[src/rtl/riscv_v_pkg.sv]
// Shared definitions for the vector LMUL sequencer.
// Holds the vtype field offsets, geometry constants derived from NUM_BYTES,
// the LMUL decode helper and the micro-op record driven to execute.
// The geometry parameters live here so that every file sees the same
// widths. Retarget the sequencer by editing these values.
package riscv_v_pkg;

  localparam int NUM_BYTES = 16;                    // bytes per vector register
  localparam int MAX_LMUL  = 8;                     // largest register group
  localparam int VL_W      = 8;                     // vl / vstart width
  localparam int ADDR_W    = 5;                     // register address width

  localparam int LOG2_NB   = $clog2(NUM_BYTES);
  localparam int EPR_W     = $clog2(NUM_BYTES) + 1; // holds 1..NUM_BYTES
  localparam int PASS_W    = $clog2(MAX_LMUL);      // pass index 0..MAX_LMUL-1

  // vtype field offsets
  localparam int VT_VLMUL  = 0;                     // [2:0]
  localparam int VT_VSEW   = 3;                     // [5:3]
  localparam int VT_VTA    = 6;
  localparam int VT_VMA    = 7;
  localparam int VT_VILL   = 8;

  typedef struct packed {
    logic [ADDR_W-1:0] srca_addr;
    logic [ADDR_W-1:0] srcb_addr;
    logic [ADDR_W-1:0] dst_addr;
    logic [EPR_W-1:0]  vstart;
    logic [EPR_W-1:0]  vl;
    logic              first;
    logic              last;
  } uop_t;

  // Fractional and reserved encodings collapse to a single pass.
  function automatic logic [PASS_W:0] lmul_decode(input logic [2:0] vlmul);
    case (vlmul)
      3'd0:    lmul_decode = (PASS_W+1)'(1);
      3'd1:    lmul_decode = (PASS_W+1)'(2);
      3'd2:    lmul_decode = (PASS_W+1)'(4);
      3'd3:    lmul_decode = (PASS_W+1)'(8);
      default: lmul_decode = (PASS_W+1)'(1);
    endcase
  endfunction

endpackage

[src/rtl/riscv_v_pass_calc.sv]
// Combinational pass-range calculator.
// Inputs : vtype, vl, vstart of the offered request.
// Outputs: epr (elements per register), ps/pe (first/last pass index),
//          illegal (bad vtype), empty (no element falls in any pass).
// ps/pe are only meaningful when neither illegal nor empty is set.
module riscv_v_pass_calc
  import riscv_v_pkg::*;
(
  input  logic [8:0]        vtype,
  input  logic [VL_W-1:0]   vl,
  input  logic [VL_W-1:0]   vstart,
  output logic [EPR_W-1:0]  epr,
  output logic [PASS_W-1:0] ps,
  output logic [PASS_W-1:0] pe,
  output logic              illegal,
  output logic              empty
);

  logic [2:0]      vlmul;
  logic [2:0]      vsew;
  logic [2:0]      shift;     // log2(epr)
  logic [VL_W-1:0] ps_full;
  logic [VL_W:0]   npass_raw; // ceil(vl / epr)
  logic [VL_W:0]   lmul_ext;
  logic [VL_W:0]   npass;     // min(ceil(vl / epr), LMUL)

  always_comb begin
    vlmul   = vtype[VT_VLMUL +: 3];
    vsew    = vtype[VT_VSEW +: 3];
    illegal = vtype[VT_VILL] | (vlmul == 3'd4) | (vsew > 3'(LOG2_NB));
    // Clamp the shift for illegal widths so the arithmetic stays defined.
    shift   = (vsew > 3'(LOG2_NB)) ? 3'd0 : 3'(LOG2_NB) - vsew;
    epr     = EPR_W'(1) << shift;
    // epr is a power of two, so the divisions reduce to shifts.
    ps_full   = vstart >> shift;
    npass_raw = ({1'b0, vl} + (VL_W+1)'(epr) - (VL_W+1)'(1)) >> shift;
    lmul_ext  = (VL_W+1)'(lmul_decode(vlmul));
    npass     = (npass_raw < lmul_ext) ? npass_raw : lmul_ext;
    empty     = (vl == '0) | (vstart >= vl) | ({1'b0, ps_full} >= npass);
    ps        = ps_full[PASS_W-1:0];
    pe        = PASS_W'(npass - (VL_W+1)'(1));
  end

endmodule

[src/rtl/riscv_v_lmul_sequencer.sv]
// Splits a grouped (LMUL>1) vector instruction into one micro-op per active
// register for a single-register execute stage.
// Request side : req_valid/req_ready handshake with vtype, vl, vstart, the
//                three base register addresses and their increment flags.
// Execute side : uop_valid/uop_ready handshake with per-pass addresses,
//                pass-local vstart/vl and first/last markers.
// Status       : busy, seq_done and seq_illegal (one-cycle pulses), flush.
//
// state  | meaning
// IDLE   | ready for a request; illegal/empty requests complete from here
// ISSUE  | emitting micro-ops for passes ps..pe
module riscv_v_lmul_sequencer
  import riscv_v_pkg::*;
(
  input  logic              clk,
  input  logic              rst,
  input  logic              flush,
  input  logic              req_valid,
  output logic              req_ready,
  input  logic [8:0]        req_vtype,
  input  logic [VL_W-1:0]   req_vl,
  input  logic [VL_W-1:0]   req_vstart,
  input  logic [ADDR_W-1:0] req_srca_addr,
  input  logic [ADDR_W-1:0] req_srcb_addr,
  input  logic [ADDR_W-1:0] req_dst_addr,
  input  logic              req_inc_srca,
  input  logic              req_inc_srcb,
  input  logic              req_inc_dst,
  output logic              uop_valid,
  input  logic              uop_ready,
  output logic [ADDR_W-1:0] uop_srca_addr,
  output logic [ADDR_W-1:0] uop_srcb_addr,
  output logic [ADDR_W-1:0] uop_dst_addr,
  output logic [EPR_W-1:0]  uop_vstart,
  output logic [EPR_W-1:0]  uop_vl,
  output logic              uop_first,
  output logic              uop_last,
  output logic              busy,
  output logic              seq_done,
  output logic              seq_illegal
);

  typedef enum logic {S_IDLE, S_ISSUE} state_t;

  state_t state_q, state_d;

  logic [EPR_W-1:0]  calc_epr;
  logic [PASS_W-1:0] calc_ps, calc_pe;
  logic              calc_illegal, calc_empty;

  logic [ADDR_W-1:0] srca_q, srcb_q, dst_q;
  logic              inc_srca_q, inc_srcb_q, inc_dst_q;
  logic [VL_W-1:0]   vl_q, vstart_q;
  logic [EPR_W-1:0]  epr_q;
  logic [PASS_W-1:0] ps_q, pe_q, pass_q;
  logic              done_q, illegal_q;

  logic load, uop_fire, done_d, illegal_d;
  logic [VL_W-1:0] pass_base, remain;
  uop_t uop;

  // Tail-policy bits are carried in vtype but do not affect sequencing.
  logic unused_vtype;
  assign unused_vtype = req_vtype[VT_VTA] ^ req_vtype[VT_VMA];

  riscv_v_pass_calc u_pass_calc (
    .vtype   (req_vtype),
    .vl      (req_vl),
    .vstart  (req_vstart),
    .epr     (calc_epr),
    .ps      (calc_ps),
    .pe      (calc_pe),
    .illegal (calc_illegal),
    .empty   (calc_empty)
  );

  always_ff @(posedge clk or negedge rst) begin
    if (!rst) state_q <= S_IDLE;
    else      state_q <= state_d;
  end

  always_comb begin
    state_d   = state_q;
    load      = 1'b0;
    uop_fire  = 1'b0;
    done_d    = 1'b0;
    illegal_d = 1'b0;
    case (state_q)
      S_IDLE: begin
        if (req_valid && !flush) begin
          if (calc_illegal)    illegal_d = 1'b1;
          else if (calc_empty) done_d    = 1'b1;
          else begin
            load    = 1'b1;
            state_d = S_ISSUE;
          end
        end
      end
      S_ISSUE: begin
        if (flush) state_d = S_IDLE;
        else if (uop_ready) begin
          uop_fire = 1'b1;
          if (pass_q == pe_q) begin
            state_d = S_IDLE;
            done_d  = 1'b1;
          end
        end
      end
      default: state_d = S_IDLE;
    endcase
  end

  always_ff @(posedge clk or negedge rst) begin
    if (!rst) begin
      srca_q     <= '0;
      srcb_q     <= '0;
      dst_q      <= '0;
      inc_srca_q <= 1'b0;
      inc_srcb_q <= 1'b0;
      inc_dst_q  <= 1'b0;
      vl_q       <= '0;
      vstart_q   <= '0;
      epr_q      <= '0;
      ps_q       <= '0;
      pe_q       <= '0;
      pass_q     <= '0;
      done_q     <= 1'b0;
      illegal_q  <= 1'b0;
    end else begin
      done_q    <= done_d;
      illegal_q <= illegal_d;
      if (load) begin
        srca_q     <= req_srca_addr;
        srcb_q     <= req_srcb_addr;
        dst_q      <= req_dst_addr;
        inc_srca_q <= req_inc_srca;
        inc_srcb_q <= req_inc_srcb;
        inc_dst_q  <= req_inc_dst;
        vl_q       <= req_vl;
        vstart_q   <= req_vstart;
        epr_q      <= calc_epr;
        ps_q       <= calc_ps;
        pe_q       <= calc_pe;
        pass_q     <= calc_ps;
      end else if (uop_fire && (pass_q != pe_q)) begin
        pass_q <= pass_q + PASS_W'(1);
      end
    end
  end

  // Micro-op fields are a pure function of the held pass index, so they
  // stay stable for as long as execute stalls.
  always_comb begin
    pass_base     = VL_W'(pass_q) * VL_W'(epr_q);
    remain        = vl_q - pass_base;
    uop.srca_addr = srca_q + (inc_srca_q ? ADDR_W'(pass_q) : '0);
    uop.srcb_addr = srcb_q + (inc_srcb_q ? ADDR_W'(pass_q) : '0);
    uop.dst_addr  = dst_q  + (inc_dst_q  ? ADDR_W'(pass_q) : '0);
    uop.vstart    = (pass_q == ps_q) ? EPR_W'(vstart_q - pass_base) : '0;
    uop.vl        = (remain > VL_W'(epr_q)) ? epr_q : EPR_W'(remain);
    uop.first     = (pass_q == ps_q);
    uop.last      = (pass_q == pe_q);
    // Stale latches from a finished sequence must not leak onto the bus.
    if (state_q != S_ISSUE) uop = '0;
  end

  assign req_ready     = (state_q == S_IDLE);
  assign busy          = (state_q == S_ISSUE);
  assign uop_valid     = busy;
  assign uop_srca_addr = uop.srca_addr;
  assign uop_srcb_addr = uop.srcb_addr;
  assign uop_dst_addr  = uop.dst_addr;
  assign uop_vstart    = uop.vstart;
  assign uop_vl        = uop.vl;
  assign uop_first     = uop.first;
  assign uop_last      = uop.last;
  assign seq_done      = done_q;
  assign seq_illegal   = illegal_q;

endmodule

[config.mk]
export PLATFORM = sky130hd
export DESIGN_NAME = riscv_v_lmul_sequencer
export DESIGN_NICKNAME = d
export VERILOG_FILES = /design/src/rtl/riscv_v_pkg.sv /design/src/rtl/riscv_v_pass_calc.sv /design/src/rtl/riscv_v_lmul_sequencer.sv
export SDC_FILE = /design/constraint.sdc
export NUM_CORES = 1
export LEC_CHECK = 0
export ABC_AREA = 1
export CORE_MARGIN = 1.5
export CORE_UTILIZATION = 50
export DETAILED_ROUTE_END_ITERATION = 10
export PLACE_DENSITY = 0.75
export SETUP_SLACK_MARGIN = 0.2
export SKIP_CTS_REPAIR_TIMING = 1
export SYNTH_ARGS = -nofsm -noshare
export SYNTH_HDL_FRONTEND = slang
export SYNTH_SLANG_ARGS = --single-unit
[constraint.sdc]
create_clock -name clk -period 12.4 [get_ports clk]
set_input_delay 2.48 -clock clk [delete_from_list [all_inputs] [get_ports clk]]
set_output_delay 2.48 -clock clk [all_outputs]
set_load 0.05 [all_outputs]
# Yosys cells after proc, flatten, opt, wreduce, memory -nomap -nowiden
# Cells that the tools add are included.
[classes] n_shift=3 magnitude_cmp=5 mux=32 bitwise_logic=5 n_eq_ne=7 n_reduce_logical=5 mul=1 addsub=10
[op_table] op="$mux W27" n=1
[op_table] op="$mux W1" n=19
[op_table] op="$mux W3" n=6
[op_table] op="$add A5 B3 Y5" n=3
[op_table] op="$pmux W4 S3" n=1
[op_table] op="$mux W5" n=2
[op_table] op="$add A8 B5 Y9" n=1
[op_table] op="$ge A8 B9 Y1" n=1
[op_table] op="$lt A9 B4 Y1" n=1
[op_table] op="$mux W9" n=1
[op_table] op="$shr A9 B3 Y9" n=1
[op_table] op="$sub A9 B1 Y9 const B" n=1
[op_table] op="$ge A8 B8 Y1" n=1
[op_table] op="$gt A8 B5 Y1" n=1
[op_table] op="$logic_not A8 Y1" n=1
[op_table] op="$mul A3 B5 Y8" n=1
[op_table] op="$shr A8 B3 Y8" n=1
[op_table] op="$sub A8 B8 Y8" n=1
[op_table] op="$eq A3 B2 Y1 const B" n=2
[op_table] op="$eq A3 B3 Y1" n=2
[op_table] op="$shl A1 B3 Y5 const A" n=1
[op_table] op="$sub A5 B5 Y5" n=1
[op_table] op="$or A1 B1 Y1" n=4
[op_table] op="$pmux W1 S2" n=2
[op_table] op="other kinds (11)" n=12
[totals] in_bits=48 ff_bits=48 output_inout_bits=32

# Logic depth before layout (Yosys ltp)
# Gate-level depths: netlist of run 1.
[logic_depth] word_depth=15 mapped_depth=43

# Modules after synthesis
# A second synthesis of run 1 with hierarchy kept.
[unflattened] hier_cells=774 area_unflattened_um2=5267.6
[modules_own_cells] mod="riscv_v_lmul_sequencer" n_inst=1 cells_each=488 area_per_inst_um2=3601.0
[modules_own_cells] mod="riscv_v_pass_calc" n_inst=1 cells_each=286 area_per_inst_um2=1666.6

# Worst setup path before layout of run 1
# Ideal clock, no wire load.
[synth_path] path_kind="input-to-reg" from="input req_vtype[3]" to="register dst_q[0]" n_path_buf=2 arrival_time_ns=7.169 setup_slack_ns=5.114 cell_stages=37 cell_sequence="inv_2 > ha_1 > inv_1 > nand4_1 > o21a_1 > inv_1 > clkbuf_1 > nand2_1 > ha_1 > inv_1 > ha_1 > or2_1 > nand3_2 > nand3_2 > nand2_1 > nand2_1 > nand3_1 > nand2_1 > o21ai_0 > inv_1 > ha_1 > nand3b_2 > a21oi_4 > nand2_4 > o21ai_0 > ha_1 > nand2_1 > nor3_1 > nor2_1 > nor2_1 > o21ai_0 > o211ai_1 > nor3_4 > inv_2 > clkbuf_1 > nand2_1 > nand2_1"
[synth_via] elab_chain_len=14
[synth_lines] item="start, declared" line="riscv_v_lmul_sequencer.sv:20" rtl="input logic [8:0] req_vtype,"
[synth_lines] item="$sub A3 B3 Y3 or $gt A3 B3 Y1 (tied branches)" line="riscv_v_pass_calc.sv:32, riscv_v_pass_calc.sv:30"
[synth_lines] item="$mux W3" line="riscv_v_pass_calc.sv:32" rtl="shift = (vsew > 3'(LOG2_NB)) ? 3'd0 : 3'(LOG2_NB) - vsew;"
[synth_lines] item="$shl A1 B3 Y5" line="riscv_v_pass_calc.sv:33" rtl="epr = EPR_W'(1) << shift;"
[synth_lines] item="$add A8 B5 Y9" line="riscv_v_pass_calc.sv:36" rtl="npass_raw = ({1'b0, vl} + (VL_W+1)'(epr) - (VL_W+1)'(1)) >> shift;"
[synth_lines] item="$sub A9 B1 Y9" line="riscv_v_pass_calc.sv:36"
[synth_lines] item="$shr A9 B3 Y9" line="riscv_v_pass_calc.sv:36"
[synth_lines] item="$lt A9 B4 Y1" line="riscv_v_pass_calc.sv:38" rtl="npass = (npass_raw < lmul_ext) ? npass_raw : lmul_ext;"
[synth_lines] item="$mux W9" line="riscv_v_pass_calc.sv:38"
[synth_lines] item="$ge A8 B9 Y1" line="riscv_v_pass_calc.sv:39" rtl="empty = (vl == '0) | (vstart >= vl) | ({1'b0, ps_full} >= npass);"
[synth_lines] item="$or A1 B1 Y1" line="riscv_v_pass_calc.sv:39"
[synth_lines] item="$mux W1" line="riscv_v_lmul_sequencer.sv:92" rtl="else if (calc_empty) done_d = 1'b1;"
[synth_lines] item="$mux W1 *" line="riscv_v_lmul_sequencer.sv:91" rtl="if (calc_illegal) illegal_d = 1'b1;"
[synth_lines] item="$mux W1 *" line="riscv_v_lmul_sequencer.sv:90" rtl="if (req_valid && !flush) begin"
[synth_lines] item="$mux W1 *" line="riscv_v_lmul_sequencer.sv:88" rtl="case (state_q)"
[synth_lines] item="end signal, assigned" line="riscv_v_lmul_sequencer.sv:135" rtl="dst_q <= req_dst_addr;"
[synth_lines] item="end, declared" line="riscv_v_lmul_sequencer.sv:51" rtl="logic [ADDR_W-1:0] srca_q, srcb_q, dst_q;"
# Mark *: on every way between the ends. The rest lies on a longest branch, timed or not.
# A chain may end at the register's enable or synchronous reset.

# Worst setup path in the final report of run 1
[layout_path] from="input req_vtype[3]" to="register vl_q[3]"
[layout_via] elab_chain_len=14
[layout_lines] item="$sub A3 B3 Y3 or $gt A3 B3 Y1 (tied branches)" line="riscv_v_pass_calc.sv:32, riscv_v_pass_calc.sv:30"
[layout_lines] item="$mux W3" line="riscv_v_pass_calc.sv:32"
[layout_lines] item="$shl A1 B3 Y5" line="riscv_v_pass_calc.sv:33"
[layout_lines] item="$add A8 B5 Y9" line="riscv_v_pass_calc.sv:36"
[layout_lines] item="$sub A9 B1 Y9" line="riscv_v_pass_calc.sv:36"
[layout_lines] item="$shr A9 B3 Y9" line="riscv_v_pass_calc.sv:36"
[layout_lines] item="$lt A9 B4 Y1" line="riscv_v_pass_calc.sv:38"
[layout_lines] item="$mux W9" line="riscv_v_pass_calc.sv:38"
[layout_lines] item="$ge A8 B9 Y1" line="riscv_v_pass_calc.sv:39"
[layout_lines] item="$or A1 B1 Y1" line="riscv_v_pass_calc.sv:39"
[layout_lines] item="$mux W1" line="riscv_v_lmul_sequencer.sv:92"
[layout_lines] item="$mux W1 *" line="riscv_v_lmul_sequencer.sv:91"
[layout_lines] item="$mux W1 *" line="riscv_v_lmul_sequencer.sv:90"
[layout_lines] item="$mux W1 *" line="riscv_v_lmul_sequencer.sv:88"
[layout_lines] item="end signal, assigned" line="riscv_v_lmul_sequencer.sv:139" rtl="vl_q <= req_vl;"
[layout_lines] item="end, declared" line="riscv_v_lmul_sequencer.sv:53" rtl="logic [VL_W-1:0] vl_q, vstart_q;"
# Marked as above.

==> results of run 1 <==
[layout make-up]
cell class | instances | area share (%)
Multi-Input combinational cell | 553 | 55.8
Sequential cell | 48 | 19.8
Timing Repair Buffer | 78 | 12.7
Inverter | 123 | 7.67
Tap cell | 133 | 2.74
Clock buffer | 6 | 1.20
Clock inverter | 1 | 0.0824
[layer usage]
layer  part of all wire [%]  vias up
li1                       -     2504
met3                    4.7       16
met2                     48      125
met4                    1.9        0
met5                      0        -
met1                     45     2233
[cells in the final DEF (no fill, tap or decap), types with 3 or more instances in the layout]
cell,synthesis,final
a21oi_1,38,38
a31oi_1,4,4
clkbuf_8,0,5
clkdlybuf4s50_1,0,76
conb_1,1,4
dfrtp_1,48,48
fa_1,10,10
ha_1,67,67
inv_1,114,114
inv_2,6,6
nand2_1,209,209
nand2_2,10,10
nand2_4,3,3
nand3_1,37,37
nand3_2,9,9
nand4_1,5,5
nor2_1,42,42
nor3_1,5,5
o21ai_0,42,42
o21ai_1,19,19
xnor2_1,9,9
xor2_1,7,7
[cell families (layout without fill, tap and decap cells)]
family                   after synthesis  in the layout
buffers and inverters                143            208
multiplexers                           1              1
other                                  1              4
XOR/XNOR                              17             17
AND/OR/NAND/NOR                      332            332
adder cells (fa/ha/maj)               77             77
AO/OA/AOI/OAI                        122            122
flip-flops                            48             48
[registers in the layout (all words and copies together), names as in the netlist, 3 cells and up]
| register | count |
|---|---|
| srca_q | 5 |
| epr_q | 5 |
| pass_q | 3 |
| vl_q | 8 |
| ps_q | 3 |
| pe_q | 3 |
| vstart_q | 5 |
| dst_q | 5 |
| srcb_q | 5 |
[Yosys cell counts, drive strengths merged]
| master | number |
|---|---|
| conb | 1 |
| nor2 | 46 |
| nor3 | 6 |
| o221ai | 2 |
| nor4 | 2 |
| o22ai | 1 |
| a21o | 2 |
| fa | 10 |
| nand2 | 222 |
| a211oi | 3 |
| mux2i | 1 |
| inv | 121 |
| dfrtp | 48 |
| o21ai | 63 |
| o211ai | 1 |
| or2 | 3 |
| clkinv | 2 |
| nand3 | 46 |
| o21bai | 1 |
| xor2 | 7 |
| xnor2 | 10 |
| o21a | 2 |
| nand3b | 1 |
| ha | 67 |
| a31oi | 4 |
| o2111ai | 1 |
| buf | 13 |
| clkbuf | 7 |
| a21oi | 41 |
| a22oi | 1 |
| nand4 | 6 |
[power breakdown]
part	internal [mW]	switching, mW	total, mW
sequential	0.210	0.0625	0.273
combinational	0.219	0.319	0.538
clock	0.0384	0.0498	0.0882
total	0.468	0.431	0.899
[worst register-to-register path: stages (launching register included)]
cell	delay, ns
dfrtp_1	0.91
nor2_1	0.16
nand2_1	0.17
nor3_4	0.05
buf_4	0.25
inv_2	0.67
nand2_1	0.13
o21ai_1	0.11
[final timing paths]
kind	cells past startpoint	from	slack, ns	end
min in group asynchronous	1	rst	2.35	srcb_q[2]$_DFFE_PN0P_
worst max-delay path	37	req_vtype[3]	3.43	vl_q[3]$_DFFE_PN0P_
worst min register to register	2	dst_q[2]$_DFFE_PN0P_	0.48	dst_q[2]$_DFFE_PN0P_
max in group asynchronous	1	rst	9.39	vl_q[5]$_DFFE_PN0P_
worst min-delay path	2	dst_q[2]$_DFFE_PN0P_	0.48	dst_q[2]$_DFFE_PN0P_
worst max register to register	7	busy$_DFF_PN0_	9.86	vl_q[3]$_DFFE_PN0P_
==> results.cfg, run 1 <==
[run_status]
status = finished, final reports clean

[global_routing]
antenna_found_initial = 0
use_met3_pct = 3.13
overflow = 0
grt_pass1_wl_mm = 21.5
grtUsageTotal_pct = 23.9
gr-usage-met1_pct = 30.3
grt_busiest_layer = met2
grt_max_degree = 54
gr-usage-met2_pct = 42.0
grt_pass1_vias = 4815

[finish]
diodes = 0
layout-drive-gt1-share_pct = 6.67
multiInputGateArea_um2 = 3390
fillers = 955
layout-area-overhead-vs-synth_pct = 18.0
nNetsFinal = 934
layout.cells.non_filler = 942
register_area_um2 = 1200
final_util_pct = 61.5
design_area_um2 = 6070

[worst_setup_path]
critPathMaxStageDelay_ns = 0.51
end_kind = register
crit_required_ns = 12.55
crit_buf_inv = 8
cp_top_family = buffers and inverters
crit_type = in -> reg
cpMostUsedCell = nand2_1
cp-start-kind = input pin
worstPathArrival_ns = 9.12
critPathMaxFanout = 53
cpMaxStageDelayCell = clkdlybuf4s50_1

[sta]
hold_viol_final = 0
max_slew_margin_pct = 30.1
final_max_slew_viol_count = 0
fin_skew_ns = 0.00813
setup_viol = 0
setup_tns_ns = 0
fmax_mhz = 111
tightest_slew_ns = 1.05
rsz0062_at_grt = false
min_period_over_period_pct = 72.4
hold_slack_ns = 0.484
setup_ws_ns = 3.43
fin_crit_ns = 8.97

[yosys]
synth_xor_area_share_pct = 3.04
synth_largest_area_cell = dfrtp_1
synth_warnings = 0
syn_area_per_cell_um2 = 6.94
ys_ff_latch = 48
synth.area.top_cells = dfrtp_1, ha_1, nand2_1, inv_1, o21ai_0
ys_types = 52
synth_compound_area_share_pct = 13.4
yosys.area_share.simple_pct = 28.7
synth_area_um2 = 5140
syn_inst = 741
synth_fa_ha_area_share_pct = 20.2
synth_top_family_by_area = simple AND/OR/NAND/NOR gates
ys_seq_area_share_pct = 23.3
synth.mux.area_fraction_pct = 0.195
synth_top_area_share_pct = 23.3

[clock_tree]
clockRootBuffer = clkbuf_8
cts_made_buffers = 5
clkLatencyLatePin_ns = 0.30
cts_htree_levels = 2
clk_pin_slew_worst_paths_ns = 0.09
clkSinkCount = 48
cts_tree = done
clock_path_buffers = 2

[floorplan]
dieArea_um2 = 10900
rows = 36
ios = 80
initial_core_util_pct = 52.2
die_y_um = 104
die_w_um = 104
core_region_area_um2 = 9860

[power_and_ir_drop]
power_density_nw_per_um2 = 148
leakagePower_nw = 3.26
p_total_uw = 899
ir_drop_uv = 60.6

[detailed_routing]
first_pass_iters = 5
drt_iter0_drc = 249
via_count = 4878
wire_per_inst_um = 13.2
postRouteAntennaNets = 0
wl_mm = 12.4
drc = 0
routed_via_density = 5.18

[flow_run]
max-cap-violations = 0

[placement]
dpl_cell_area_um2 = 5990
dp.cells = 935
io_buffers = 77
dp_hpwl_mm = 10.0
gp_congestion = 0.940
pre_cts_ws_ns = 3.16

[worst_hold_path]
hold_class = reg -> reg
No activity file was read; power rests on OpenSTA's default activity.
==> run 2, diff against run 1 <==
--- a/config.mk
+++ b/config.mk
@@ -9,7 +9,7 @@
 export CORE_MARGIN = 1.5
 export CORE_UTILIZATION = 50
 export DETAILED_ROUTE_END_ITERATION = 10
-export PLACE_DENSITY = 0.75
+export PLACE_DENSITY = 0.78
 export SETUP_SLACK_MARGIN = 0.2
 export SKIP_CTS_REPAIR_TIMING = 1
 export SYNTH_ARGS = -nofsm -noshare
==> constraint.sdc (replaced) <==
create_clock -name clk -period 7.2 [get_ports clk]
set_input_delay 1.44 -clock clk [delete_from_list [all_inputs] [get_ports clk]]
set_output_delay 1.44 -clock clk [all_outputs]
set_load 0.05 [all_outputs]
==> results.cfg, run 2 (synthesis results as in run 1) <==
[worst_setup_path]
critPathMaxStageDelay_ns = 0.82
crit_required_ns = 5.76
cp_top_family = adder cells
critPathMaxFanout = 11
cp-start-kind = register
end_kind = output pin
crit_type = reg -> out
path_cells = nand2_1, fa_1, inv_1, ha_1, fa_1, inv_1, ha_1, a21oi_1, xor2_1, inv_1, ha_1, nand2_1, nor3_1, o21ai_0, a211oi_2, nand2_4, clkinv_2, nor2_1, nor2_1, clkdlybuf4s50_1
crit_buf_inv = 5
cpMaxStageDelayCell = clkdlybuf4s50_1
worstPathArrival_ns = 5.16

[sta]
final_max_slew_viol_count = 0
tightest_slew_ns = 1.09
setup_tns_ns = 0
setup_viol = 0
fin_skew_ns = 0.00523
min_period_over_period_pct = 91.6
hold_viol_final = 0
max_slew_margin_pct = 27.6
fin_crit_ns = 6.60
rsz0062_at_grt = false
hold_slack_ns = 0.492
fmax_mhz = 152

[global_routing]
antenna_found_initial = 0
grt_max_degree = 49
overflow = 0
grtUsageTotal_pct = 23.7
grt_pass1_vias = 4844
grt_pass1_wl_mm = 21.3

[clock_tree]
cts_made_buffers = 5
cts_htree_levels = 2
cts_tree = done
clk_pin_slew_worst_paths_ns = 0.09
clkSinkCount = 48
clockRootBuffer = clkbuf_8
clkLatencyLatePin_ns = 0.31
clock_path_buffers = 2

[finish]
diodes = 0
mostFrequentLayoutCells = nand2_1, inv_1, clkdlybuf4s50_1
final_util_pct = 63.4
largest_reg_flops = 8
layout-area-overhead-vs-synth_pct = 21.5
nNetsFinal = 945
layout-drive-gt1-share_pct = 9.88
fillers = 861
layout_commonest_cell = nand2_1
max_flop_register = vl_q

[detailed_routing]
routed_via_density = 5.20
via_count = 4958
drc = 0
postRouteAntennaNets = 0
wire_per_inst_um = 13.2
drt_iter0_drc = 215
first_pass_iters = 4
wl_mm = 12.5

[floorplan]
rows = 36
die_y_um = 104
die_w_um = 104
core_region_area_um2 = 9860
initial_core_util_pct = 52.2
ios = 80
dieArea_um2 = 10900

[power_and_ir_drop]
power_density_nw_per_um2 = 255
leakagePower_nw = 3.32
ir_drop_uv = 99.7

[flow_run]
max-cap-violations = 0

[worst_hold_path]
hold_class = reg -> reg

[placement]
gp_congestion = 0.943
io_buffers = 77
dp_hpwl_mm = 10.1

[run_status]
status = finished, final reports clean
## run 2: layout make-up
type	count	area, µm²	share of cell area, %
tap	133	166	2.66
multi-input combinational	553	3450	55.2
timing repair buffer	89	872	13.9
inverter	123	465	7.44
clock buffer	6	82.6	1.32
sequential	48	1200	19.3
clock inverter	1	8.76	0.140
## run 2: power breakdown
part / internal [mW] / switching (mW)
clock: 0.0768 / 0.0936
combinational: 0.392 / 0.560
sequential: 0.364 / 0.108
## run 2: final timing paths
kind	cells past startpoint	slack, ns	from	to
max	20	0.60	pass_q[2]$_DFFE_PN0P_	uop_vl[0]
min	2	0.49	srcb_q[0]$_DFFE_PN0P_	srcb_q[0]$_DFFE_PN0P_
max reg2reg	7	5.30	busy$_DFF_PN0_	vl_q[6]$_DFFE_PN0P_
min reg2reg	2	0.49	srcb_q[0]$_DFFE_PN0P_	srcb_q[0]$_DFFE_PN0P_
max in group asynchronous	1	5.14	rst	pass_q[0]$_DFFE_PN0P_
min in group asynchronous	1	1.31	rst	dst_q[1]$_DFFE_PN0P_
## run 2: tightest hold or removal path, stage by stage, from the launching register on
cell,delay (ns)
dfrtp_1,0.36
nand2_1,0.06
nand2_1,0.05
## run 2: metrics by stage
step / cell area [µm²] / power [mW] / worst slack (ns) / std cells
after detailed placement: 6070 / 1.41 / 0.0385 / 943
after floorplan: 5160 / 1.17 / 0.954 / 744
after global placement: 6070 / 1.35 / 0.153 / 943
after CTS: 6160 / 1.58 / 0.358 / 950
final: 6250 / 1.59 / 0.601 / 953
after global routing: 6250 / 1.77 / 0.206 / 953
## run 2: per-layer routing
layer / vias to the layer above / part of all wire, % / GRT usage [%]
met5: - / 0 / 0
met4: 0 / 1.8 / 7.84
met3: 18 / 5.2 / 3.32
met2: 132 / 48 / 43.0
met1: 2281 / 45 / 28.7
li1: 2527 / - / -
==> run 3, diff against run 2 <==
--- a/config.mk
+++ b/config.mk
@@ -9,7 +9,7 @@
 export CORE_MARGIN = 1.5
 export CORE_UTILIZATION = 50
 export DETAILED_ROUTE_END_ITERATION = 10
-export PLACE_DENSITY = 0.78
+export PLACE_DENSITY = 0.75
 export SETUP_SLACK_MARGIN = 0.2
 export SKIP_CTS_REPAIR_TIMING = 1
 export SYNTH_ARGS = -nofsm -noshare
==> constraint.sdc (replaced) <==
create_clock -name clk -period 6.6 [get_ports clk]
set_input_delay 1.32 -clock clk [delete_from_list [all_inputs] [get_ports clk]]
set_output_delay 1.32 -clock clk [all_outputs]
set_load 0.05 [all_outputs]
==> results.cfg, run 3 (synthesis results as in run 1) <==
[sta]
fin_skew_ns = 0.0139
tightest_slew_ns = 1.07
fin_crit_ns = 6.14
setup_tns_ns = 0
max_slew_margin_pct = 28.7
hold_viol_final = 0
final_max_slew_viol_count = 0
min_period_over_period_pct = 93.0
hold_slack_ns = 0.494
setup_viol = 0
fmax_mhz = 163
rsz0062_at_grt = false

[power_and_ir_drop]
seqPwrFrac_pct = 26.8
p_sw_uw = 842
power_density_nw_per_um2 = 270
p_comb_share_pct = 61.8
ir_drop_uv = 123
clockPowerShare_pct = 11.5
leakagePower_nw = 3.70
switching_share_pct = 46.1
p_int_uw = 985

[finish]
nNetsFinal = 990
layout-drive-gt1-share_pct = 15.6
max_flop_register = vl_q
diodes = 0
mostFrequentLayoutCells = nand2_1, inv_1, clkdlybuf4s50_1
largest_reg_flops = 8
layout-area-overhead-vs-synth_pct = 31.4
final_util_pct = 68.5
layout_commonest_cell = nand2_1

[floorplan]
dieArea_um2 = 10900
die_w_um = 104
initial_core_util_pct = 52.2
rows = 36
die_y_um = 104
ios = 80
core_region_area_um2 = 9860

[placement]
gp_congestion = 0.926
dp_hpwl_mm = 10.6
io_buffers = 77

[detailed_routing]
via_count = 5163
wl_mm = 13.8
drt_iter0_drc = 303
routed_via_density = 5.17
postRouteAntennaNets = 0
first_pass_iters = 6
drc = 0
wl_met3_um = 776
route.top_layer_used = met4
met2_length_mm = 6.85
wire_per_inst_um = 13.8
wl_met1_mm = 5.83

[global_routing]
grtUsageTotal_pct = 24.6
grt_pass1_vias = 5059
antenna_found_initial = 0
overflow = 0
grt_max_degree = 49
grt_pass1_wl_mm = 22.2

[worst_hold_path]
min_path_cells = 2
hold_class = reg -> reg

[worst_setup_path]
critPathMaxStageDelay_ns = 0.41
crit_type = in -> reg
crit_cells = 36
critPathMaxFanout = 8
crit_required_ns = 6.79
cp-start-kind = input pin
end_kind = register
crit_buf_inv = 8
cpMaxStageDelayCell = fa_2
cp_top_family = simple AND/OR/NAND/NOR gates
worstPathArrival_ns = 6.32
rr_worst_depth = 7

[clock_tree]
clk_pin_slew_worst_paths_ns = 0.09
clkSinkCount = 48
cts_made_buffers = 5
clkLatencyLatePin_ns = 0.31
cts_htree_levels = 2
cts_tree = done
clock_path_buffers = 2
clockRootBuffer = clkbuf_8

[flow_run]
max-cap-violations = 0

[run_status]
status = finished, final reports clean
==> run 3: final timing paths <==
path | startpoint | to | slack [ns]
worst max-delay path | req_vtype[4] | epr_q[3]$_DFFE_PN0P_ | 0.46
worst min-delay path | dst_q[0]$_DFFE_PN0P_ | dst_q[0]$_DFFE_PN0P_ | 0.49
worst max register to register | busy$_DFF_PN0_ | epr_q[3]$_DFFE_PN0P_ | 4.59
worst min register to register | dst_q[0]$_DFFE_PN0P_ | dst_q[0]$_DFFE_PN0P_ | 0.49
max in group asynchronous | rst | epr_q[4]$_DFFE_PN0P_ | 4.73
min in group asynchronous | rst | srcb_q[2]$_DFFE_PN0P_ | 1.21
==> run 3: worst reg2reg max path, stage by stage, from the launching register on <==
cell and delay (ns):
dfrtp_1 0.72, nor2_1 0.28, nand2_1 0.13, nor3_4 0.25, clkinv_4 0.19, buf_12 0.18
nand2_1 0.06, o21ai_1 0.06
==> run 3: cell type report <==
| type | instances | area [µm²] |
|---|---|---|
| inverter | 123 | 473 |
| tap | 133 | 166 |
| sequential | 48 | 1200 |
| timing repair buffer | 134 | 1300 |
| clock buffer | 6 | 72.6 |
| multi-input combinational | 553 | 3510 |
| fill | 866 | 3100 |
| clock inverter | 2 | 35.0 |
==> run 3: power groups by stage <==
stage                     Combinational (mW)  Clock, mW  Sequential [mW]
after global placement                  1.05          0            0.487
after global routing                    1.29      0.226            0.503
final                                   1.13      0.210            0.489
after CTS                               1.10      0.213            0.487
after floorplan                        0.810          0            0.462
after detailed placement                1.09          0            0.492
==> run 3: per-stage QoR <==
step / total power [mW] / std cells / worst slack, ns / instance area, µm²
6_report: 1.83 / 999 / 0.462 / 6760
5_1_grt: 2.02 / 999 / 0.143 / 6760
4_1_cts: 1.80 / 990 / -0.0420 / 6470
3_5_place_dp: 1.58 / 982 / -0.355 / 6360
3_3_place_gp: 1.53 / 982 / -0.146 / 6360
2_1_floorplan: 1.27 / 744 / 0.474 / 5160
==> run 3: routing by layer <==
layer | track usage, % | up-vias
li1 | - | 2618
met1 | 31.0 | 2342
met2 | 43.5 | 177
met3 | 2.32 | 26
met4 | 9.03 | 0
met5 | 0 | -
